`src/rtl/demux_3outputs_16bits_pkg.sv`:
```
// Shared types and sizes for the CPU result router: destination codes and
// drop-counter width.
package cpu_route_pkg;

  localparam int DATA_W     = 16;
  localparam int NUM_DEST   = 3;
  localparam int DROP_CNT_W = 8;

  typedef enum logic [2:0] {
    SEL_D0 = 3'b000,
    SEL_D1 = 3'b001,
    SEL_D2 = 3'b010
  } dest_sel_t;

endpackage

```
`src/rtl/demux_3outputs_16bits_if.sv`:
```
// Upstream handshake, three downstream handshakes and drop status of the
// result router, bundled as one interface.
interface demux_3outputs_16bits_if
  import cpu_route_pkg::*;
#(
  parameter int WIDTH = DATA_W
) ();

  logic                  in_valid;
  logic                  in_ready;
  logic [WIDTH-1:0]      in_data;
  logic [2:0]            in_select;
  logic [NUM_DEST-1:0]   out_valid;
  logic [NUM_DEST-1:0]   out_ready;
  logic [WIDTH-1:0]      out_data0;
  logic [WIDTH-1:0]      out_data1;
  logic [WIDTH-1:0]      out_data2;
  logic [DROP_CNT_W-1:0] drop_count;
  logic                  drop_flag;
  logic                  drop_clear;

  modport slave (
    input  in_valid, in_data, in_select, out_ready, drop_clear,
    output in_ready, out_valid, out_data0, out_data1, out_data2,
           drop_count, drop_flag
  );

  modport master (
    output in_valid, in_data, in_select, out_ready, drop_clear,
    input  in_ready, out_valid, out_data0, out_data1, out_data2,
           drop_count, drop_flag
  );

endinterface

```
`src/rtl/demux_3outputs_16bits_route_fifo.sv`:
```
// Small synchronous FIFO for one router destination; head reads as zero
// while the queue is empty.
module route_fifo #(
  parameter int WIDTH = 16,
  parameter int DEPTH = 2
) (
  input  logic             clk,
  input  logic             rst_n,
  input  logic             push,
  input  logic [WIDTH-1:0] wdata,
  input  logic             pop,
  output logic             full,
  output logic             empty,
  output logic [WIDTH-1:0] head
);

  localparam int AW = $clog2(DEPTH);

  // One extra pointer bit distinguishes full from empty when the indices match.
  logic [AW:0]      wr_ptr;
  logic [AW:0]      rd_ptr;
  logic [WIDTH-1:0] mem [DEPTH];
  logic             do_push;
  logic             do_pop;

  assign full    = (wr_ptr[AW] != rd_ptr[AW]) && (wr_ptr[AW-1:0] == rd_ptr[AW-1:0]);
  assign empty   = (wr_ptr == rd_ptr);
  assign do_push = push && !full;
  assign do_pop  = pop && !empty;
  assign head    = empty ? '0 : mem[rd_ptr[AW-1:0]];

  always_ff @(posedge clk or negedge rst_n) begin
    if (!rst_n) begin
      wr_ptr <= '0;
      rd_ptr <= '0;
      for (int i = 0; i < DEPTH; i++) begin
        mem[i] <= '0;
      end
    end else begin
      if (do_push) begin
        mem[wr_ptr[AW-1:0]] <= wdata;
        wr_ptr              <= wr_ptr + 1'b1;
      end
      if (do_pop) begin
        rd_ptr <= rd_ptr + 1'b1;
      end
    end
  end

endmodule

```
`src/rtl/demux_3outputs_16bits.sv`:
```
// Buffered 1-to-3 result router: steers each accepted word to one of three
// destination queues by select code, and counts words with unused codes.
module demux_3outputs_16bits
  import cpu_route_pkg::*;
#(
  parameter int WIDTH = DATA_W,
  parameter int DEPTH = 2
) (
  input  logic                    clk,
  input  logic                    rst_n,
  demux_3outputs_16bits_if.slave  bus
);

  logic [NUM_DEST-1:0] full;
  logic [NUM_DEST-1:0] empty;
  logic [NUM_DEST-1:0] sel_oh;
  logic [NUM_DEST-1:0] push;
  logic [WIDTH-1:0]    head [NUM_DEST];
  logic                sel_ok;
  logic                rdy;
  logic                accept;
  logic                drop;
  logic [DROP_CNT_W-1:0] drop_cnt;
  logic                drop_seen;

  function automatic logic [DROP_CNT_W-1:0] sat_inc(input logic [DROP_CNT_W-1:0] c);
    return (&c) ? c : c + 1'b1;
  endfunction

  // Unused codes are always accepted so a bad select never stalls upstream.
  always_comb begin
    sel_ok = 1'b0;
    sel_oh = '0;
    rdy    = 1'b1;
    case (bus.in_select)
      SEL_D0:  begin sel_ok = 1'b1; sel_oh = 3'b001; end
      SEL_D1:  begin sel_ok = 1'b1; sel_oh = 3'b010; end
      SEL_D2:  begin sel_ok = 1'b1; sel_oh = 3'b100; end
      default: begin sel_ok = 1'b0; sel_oh = '0;     end
    endcase
    if (sel_ok) begin
      rdy = ~|(full & sel_oh);
    end
  end

  assign accept = bus.in_valid && rdy;
  assign push   = accept ? sel_oh : '0;
  assign drop   = accept && !sel_ok;

  for (genvar g = 0; g < NUM_DEST; g++) begin : g_dest
    route_fifo #(
      .WIDTH (WIDTH),
      .DEPTH (DEPTH)
    ) u_fifo (
      .clk   (clk),
      .rst_n (rst_n),
      .push  (push[g]),
      .wdata (bus.in_data),
      .pop   (bus.out_ready[g]),
      .full  (full[g]),
      .empty (empty[g]),
      .head  (head[g])
    );
  end

  // A clear wins over a drop arriving in the same cycle.
  always_ff @(posedge clk or negedge rst_n) begin
    if (!rst_n) begin
      drop_cnt  <= '0;
      drop_seen <= 1'b0;
    end else if (bus.drop_clear) begin
      drop_cnt  <= '0;
      drop_seen <= 1'b0;
    end else if (drop) begin
      drop_cnt  <= sat_inc(drop_cnt);
      drop_seen <= 1'b1;
    end
  end

  assign bus.in_ready   = rdy;
  assign bus.out_valid  = ~empty;
  assign bus.out_data0  = head[0];
  assign bus.out_data1  = head[1];
  assign bus.out_data2  = head[2];
  assign bus.drop_count = drop_cnt;
  assign bus.drop_flag  = drop_seen;

endmodule

```
`src/flat_wrapper.sv`:
```
// flat-port wrapper written by rule: the top's interface ports become plain ports
module demux_3outputs_16bits_flat import cpu_route_pkg::*;
#(
  parameter int WIDTH = DATA_W,
  parameter int DEPTH = 2
)
  (clk, rst_n, bus_in_valid, bus_in_data, bus_in_select, bus_out_ready, bus_drop_clear, bus_in_ready, bus_out_valid, bus_out_data0, bus_out_data1, bus_out_data2, bus_drop_count, bus_drop_flag);
  demux_3outputs_16bits_if #(.WIDTH(WIDTH)) bus_i ();
  input  logic clk;
  input  logic rst_n;
  input wire logic [$bits(bus_i.in_valid)-1:0] bus_in_valid;
  input wire logic [$bits(bus_i.in_data)-1:0] bus_in_data;
  input wire logic [$bits(bus_i.in_select)-1:0] bus_in_select;
  input wire logic [$bits(bus_i.out_ready)-1:0] bus_out_ready;
  input wire logic [$bits(bus_i.drop_clear)-1:0] bus_drop_clear;
  output wire logic [$bits(bus_i.in_ready)-1:0] bus_in_ready;
  output wire logic [$bits(bus_i.out_valid)-1:0] bus_out_valid;
  output wire logic [$bits(bus_i.out_data0)-1:0] bus_out_data0;
  output wire logic [$bits(bus_i.out_data1)-1:0] bus_out_data1;
  output wire logic [$bits(bus_i.out_data2)-1:0] bus_out_data2;
  output wire logic [$bits(bus_i.drop_count)-1:0] bus_drop_count;
  output wire logic [$bits(bus_i.drop_flag)-1:0] bus_drop_flag;
  assign bus_i.in_valid = bus_in_valid;
  assign bus_i.in_data = bus_in_data;
  assign bus_i.in_select = bus_in_select;
  assign bus_i.out_ready = bus_out_ready;
  assign bus_i.drop_clear = bus_drop_clear;
  assign bus_in_ready = bus_i.in_ready;
  assign bus_out_valid = bus_i.out_valid;
  assign bus_out_data0 = bus_i.out_data0;
  assign bus_out_data1 = bus_i.out_data1;
  assign bus_out_data2 = bus_i.out_data2;
  assign bus_drop_count = bus_i.drop_count;
  assign bus_drop_flag = bus_i.drop_flag;
  demux_3outputs_16bits #(.WIDTH(WIDTH), .DEPTH(DEPTH)) u_core (.clk(clk), .rst_n(rst_n), .bus(bus_i));
endmodule
```
`config.mk`:
```
export PLATFORM = sky130hd
export DESIGN_NAME = demux_3outputs_16bits_flat
export DESIGN_NICKNAME = d
export VERILOG_FILES = /design/src/rtl/demux_3outputs_16bits_pkg.sv /design/src/rtl/demux_3outputs_16bits_if.sv /design/src/rtl/demux_3outputs_16bits_route_fifo.sv /design/src/rtl/demux_3outputs_16bits.sv /design/src/flat_wrapper.sv
export SDC_FILE = /design/constraint.sdc
export NUM_CORES = 1
export LEC_CHECK = 0
export ABC_AREA = 1
export CORE_MARGIN = 1.5
export CORE_UTILIZATION = 35
export CTS_BUF_LIST = sky130_fd_sc_hd__clkbuf_16
export DETAILED_ROUTE_END_ITERATION = 7
export GPL_ROUTABILITY_DRIVEN = 0
export PLACE_DENSITY = 0.6
export SETUP_SLACK_MARGIN = 0.3
export SYNTH_ARGS = -nofsm -noshare
export SYNTH_HDL_FRONTEND = slang
export SYNTH_HIERARCHICAL = 1
export SYNTH_SLANG_ARGS = --single-unit
```
`constraint.sdc`:
```
create_clock -name clk -period 2.85 [get_ports clk]
set_input_delay 0.4275 -clock clk [delete_from_list [all_inputs] [get_ports clk]]
set_output_delay 0.4275 -clock clk [all_outputs]
set_load 0.02 [all_outputs]
```
==> qor.txt <==
Worst-Skew Late Latency: 0.42 ns
CP Data Arrival Time: 2.02 ns
Clock Path Buffers: 2
Count of cell types in the netlist: 27
Post-synthesis compound-gate area fraction: 0.04779
DR pass1 iterations: 5
R2r startpoint: u_core/g_dest[0].u_fifo/rd_ptr[1]$_DFFE_PN0P_
Synth area leader: dfrtp_1
# rows: 47
Sink Count: 117
Routed Antenna Nets: 0
Crit path required time: 2.42 ns
Routed via count: 5,587
RSZ-0062 raised after global routing: false
Dpl hpwl: 11.29 mm
Worst VDD drop: 495.8 uV
Met2 usage: 0.3128
Worst r2r dst: u_core/g_dest[0].u_fifo/mem[10]$_DFFE_PN0P_
Sequential share of the synthesized area: 0.4841
Final setup fails: 0
Die height: 134.5 um
Status: completed
Initial antenna violation count: 0
Final hold violations: 0
Grt ovf: 0
Skew final: 0.008386 ns
WL final: 17.74 mm
Setup slack at placement: 0.3408 ns
Worst R2R Path Depth: 11
Inst Count DP: 1,057
Setup Buffers After CTS: 0
Worst slew pin tran: 0.6976 ns
CP Class: reg -> out
Slew Viols, Final: 0
CTS tree: built
Ports: 87
Synth top area cells: dfrtp_1 (48%), nand2_1 (23%), nand4_1 (11%)
Non-filler cells, final: 1,088
Via/cell ratio: 5.135
Worst Hold Class: in -> async
Diode count: 0
Critical path peak fanout: 17
Most frequent cells in the layout: nand2_1 (363), dfrtp_1 (116), nand4_1 (102)
Tcrit/Tclk final: 0.8585
Cell count after synthesis: 774
Multi-input gate area: 2715 um2
Commonest non-fill, non-tap cell in the layout: nand2_1
GRT Total Usage: 0.2061
Largest family of logic cells by synthesized area: simple AND/OR/NAND/NOR gates
CTS buffer count: 17
Met3 Use GR: 0.04617
DRC: 0
Mapped Nets: 801
Max Cap Violations: 0
Cell leakage power: 4.088 nW
Netlist Area Pre-Place: 6048 um2
Synth Area in Adders: 0.002069
Layout cell share with drive strength beyond 1: 0.1060
Syn_area_per_cell: 7.814 um2
Die W: 134.5 um
Post-Synth XOR/XNOR Area: 0.008688
Seq. cell area: 2929 um2
Post-synthesis mux area share: 0
Area share of the largest cell type after synthesis: 0.4841
Simple-gate area share of the yosys netlist: 0.3891
GRT busiest layer: met2
Total power: 9.365 mW
Die footprint: 18,080 um2
Fin crit period: 2.447 ns
Routed len/inst: 16.31 um
Worst R2R Setup Slack: 0.55 ns
Pin count of the biggest net entering global routing: 53
Final setup TNS: 0 ns
First-pass GRT wire length: 28.74 mm
Placed Instance Area: 7104 um2
Fin worst setup slack: 0.4031 ns
DRT iter0 DRCs: 489
NumNets Final: 883
Launching element type of the critical path: register
Fill cells: 1,669
Worst-path clk slew: 0.05 ns
Core area: 16,760 um2
F_max: 0.4087 GHz
Initial Util: 0.3609
Finished Cell Area: 7740 um2
PortBufs: 86
Post-synthesis register bit count: 117
Synthesis Warnings: 6
Met1 Track Usage GR: 0.2898
Area added between synthesis and finish: 27.97%
Root Driver: clkbuf_16
Number of global-route vias before repair: 5,326
Crit end category: output pin
Rel. slew slack: 0.5350
Pwr Density: 1210 nW/um2
H-tree depth: 4
==> registers in the layout, summed over array words and instances (netlist names) <==
register,count
u_core/g_dest.u_fifo/mem,96
u_core/g_dest.u_fifo/rd_ptr,6
u_core/bus.drop_flag,1
u_core/bus.drop_count,8
u_core/g_dest.u_fifo/wr_ptr,6
==> how the worst max path moves through the flow <==
stage	start	to	cells past startpoint
after detailed placement	bus_in_select[0]	u_core/g_dest[0].u_fifo/mem[28]$_DFFE_PN0P_	9
after floorplan	u_core/g_dest[0].u_fifo/rd_ptr[0]$_DFFE_PN0P_	u_core/g_dest[0].u_fifo/mem[21]$_DFFE_PN0P_	14
after CTS	u_core/g_dest[2].u_fifo/rd_ptr[0]$_DFFE_PN0P_	bus_out_data2[8]	6
after global routing	u_core/g_dest[1].u_fifo/rd_ptr[0]$_DFFE_PN0P_	bus_out_data1[6]	7
after global placement	bus_in_select[0]	u_core/g_dest[0].u_fifo/mem[20]$_DFFE_PN0P_	9
final	u_core/g_dest[1].u_fifo/rd_ptr[0]$_DFFE_PN0P_	bus_out_data1[6]	7
==> metal layers <==
layer  up-vias  share of wire
met2       163           0.45
met1      2662           0.48
met3        25          0.054
li1       2737              -
met5         -              0
met4         0          0.020
==> synth_stat cells <==
library cell,instances
nand2_1,363
dfrtp_1,117
nand4_1,102
a21oi_1,49
inv_1,19
clkbuf_1,18
nand3_1,16
inv_2,13
nor2_1,13
buf_4,12
buf_2,9
buf_6,7
nand3_4,6
nand2_2,5
buf_1,3
nand2_4,3
nand3_2,3
o21ai_2,3
xnor2_1,3
xor2_1,3
and3_1,1
ha_1,1
nor2_2,1
nor2_4,1
o21ai_0,1
o21ai_1,1
o21bai_1,1
==> what timing repair did <==
| action | in CTS | in global routing |
|---|---|---|
| setup endpoints to repair | 39 | 21 |
| hold buffers | 0 | 0 |
| gates resized for setup | 22 | 22 |
==> layout make-up <==
class                           instances  share of cell area
Timing Repair Buffer                  112              0.1416
Tap cell                              220             0.03556
Sequential cell                       117              0.3784
Inverter                               32             0.01681
Clock inverter                         14             0.02182
Clock buffer                           17             0.05496
Multi-Input combinational cell        576              0.3508
==> critical path, cell delays in order (launching register included) <==
cell and delay, ns:
dfrtp_1 0.43, inv_2 0.05, nand2_1 0.07, nand2_2 0.08, nand3_2 0.11, inv_4 0.11, a21oi_1 0.13, clkdlybuf4s50_1 0.62
==> kinds of logic after synthesis <==
| logic type | Yosys count |
|---|---|
| buffers and inverters | 81 |
| adder cells (fa/ha/maj) | 1 |
| AO/OA/AOI/OAI | 55 |
| AND/OR/NAND/NOR | 514 |
| flip-flops | 117 |
| XOR/XNOR | 6 |
==> stage by stage <==
stage,util,hold slack [ns]
2_1_floorplan,-,0.1319
3_3_place_gp,0.4239,0.4554
3_5_place_dp,0.4239,0.4582
4_1_cts,0.4585,0.08450
5_1_grt,0.4618,0.1119
6_report,0.4618,0.05449
==> report_power, final <==
group	switching (mW)	leakage, nW	internal, mW
Combinational	2.89	2.30	1.53
Sequential	0.418	1.50	2.36
Clock	0.743	0.293	1.43
No activity file was read; power rests on OpenSTA's default activity.
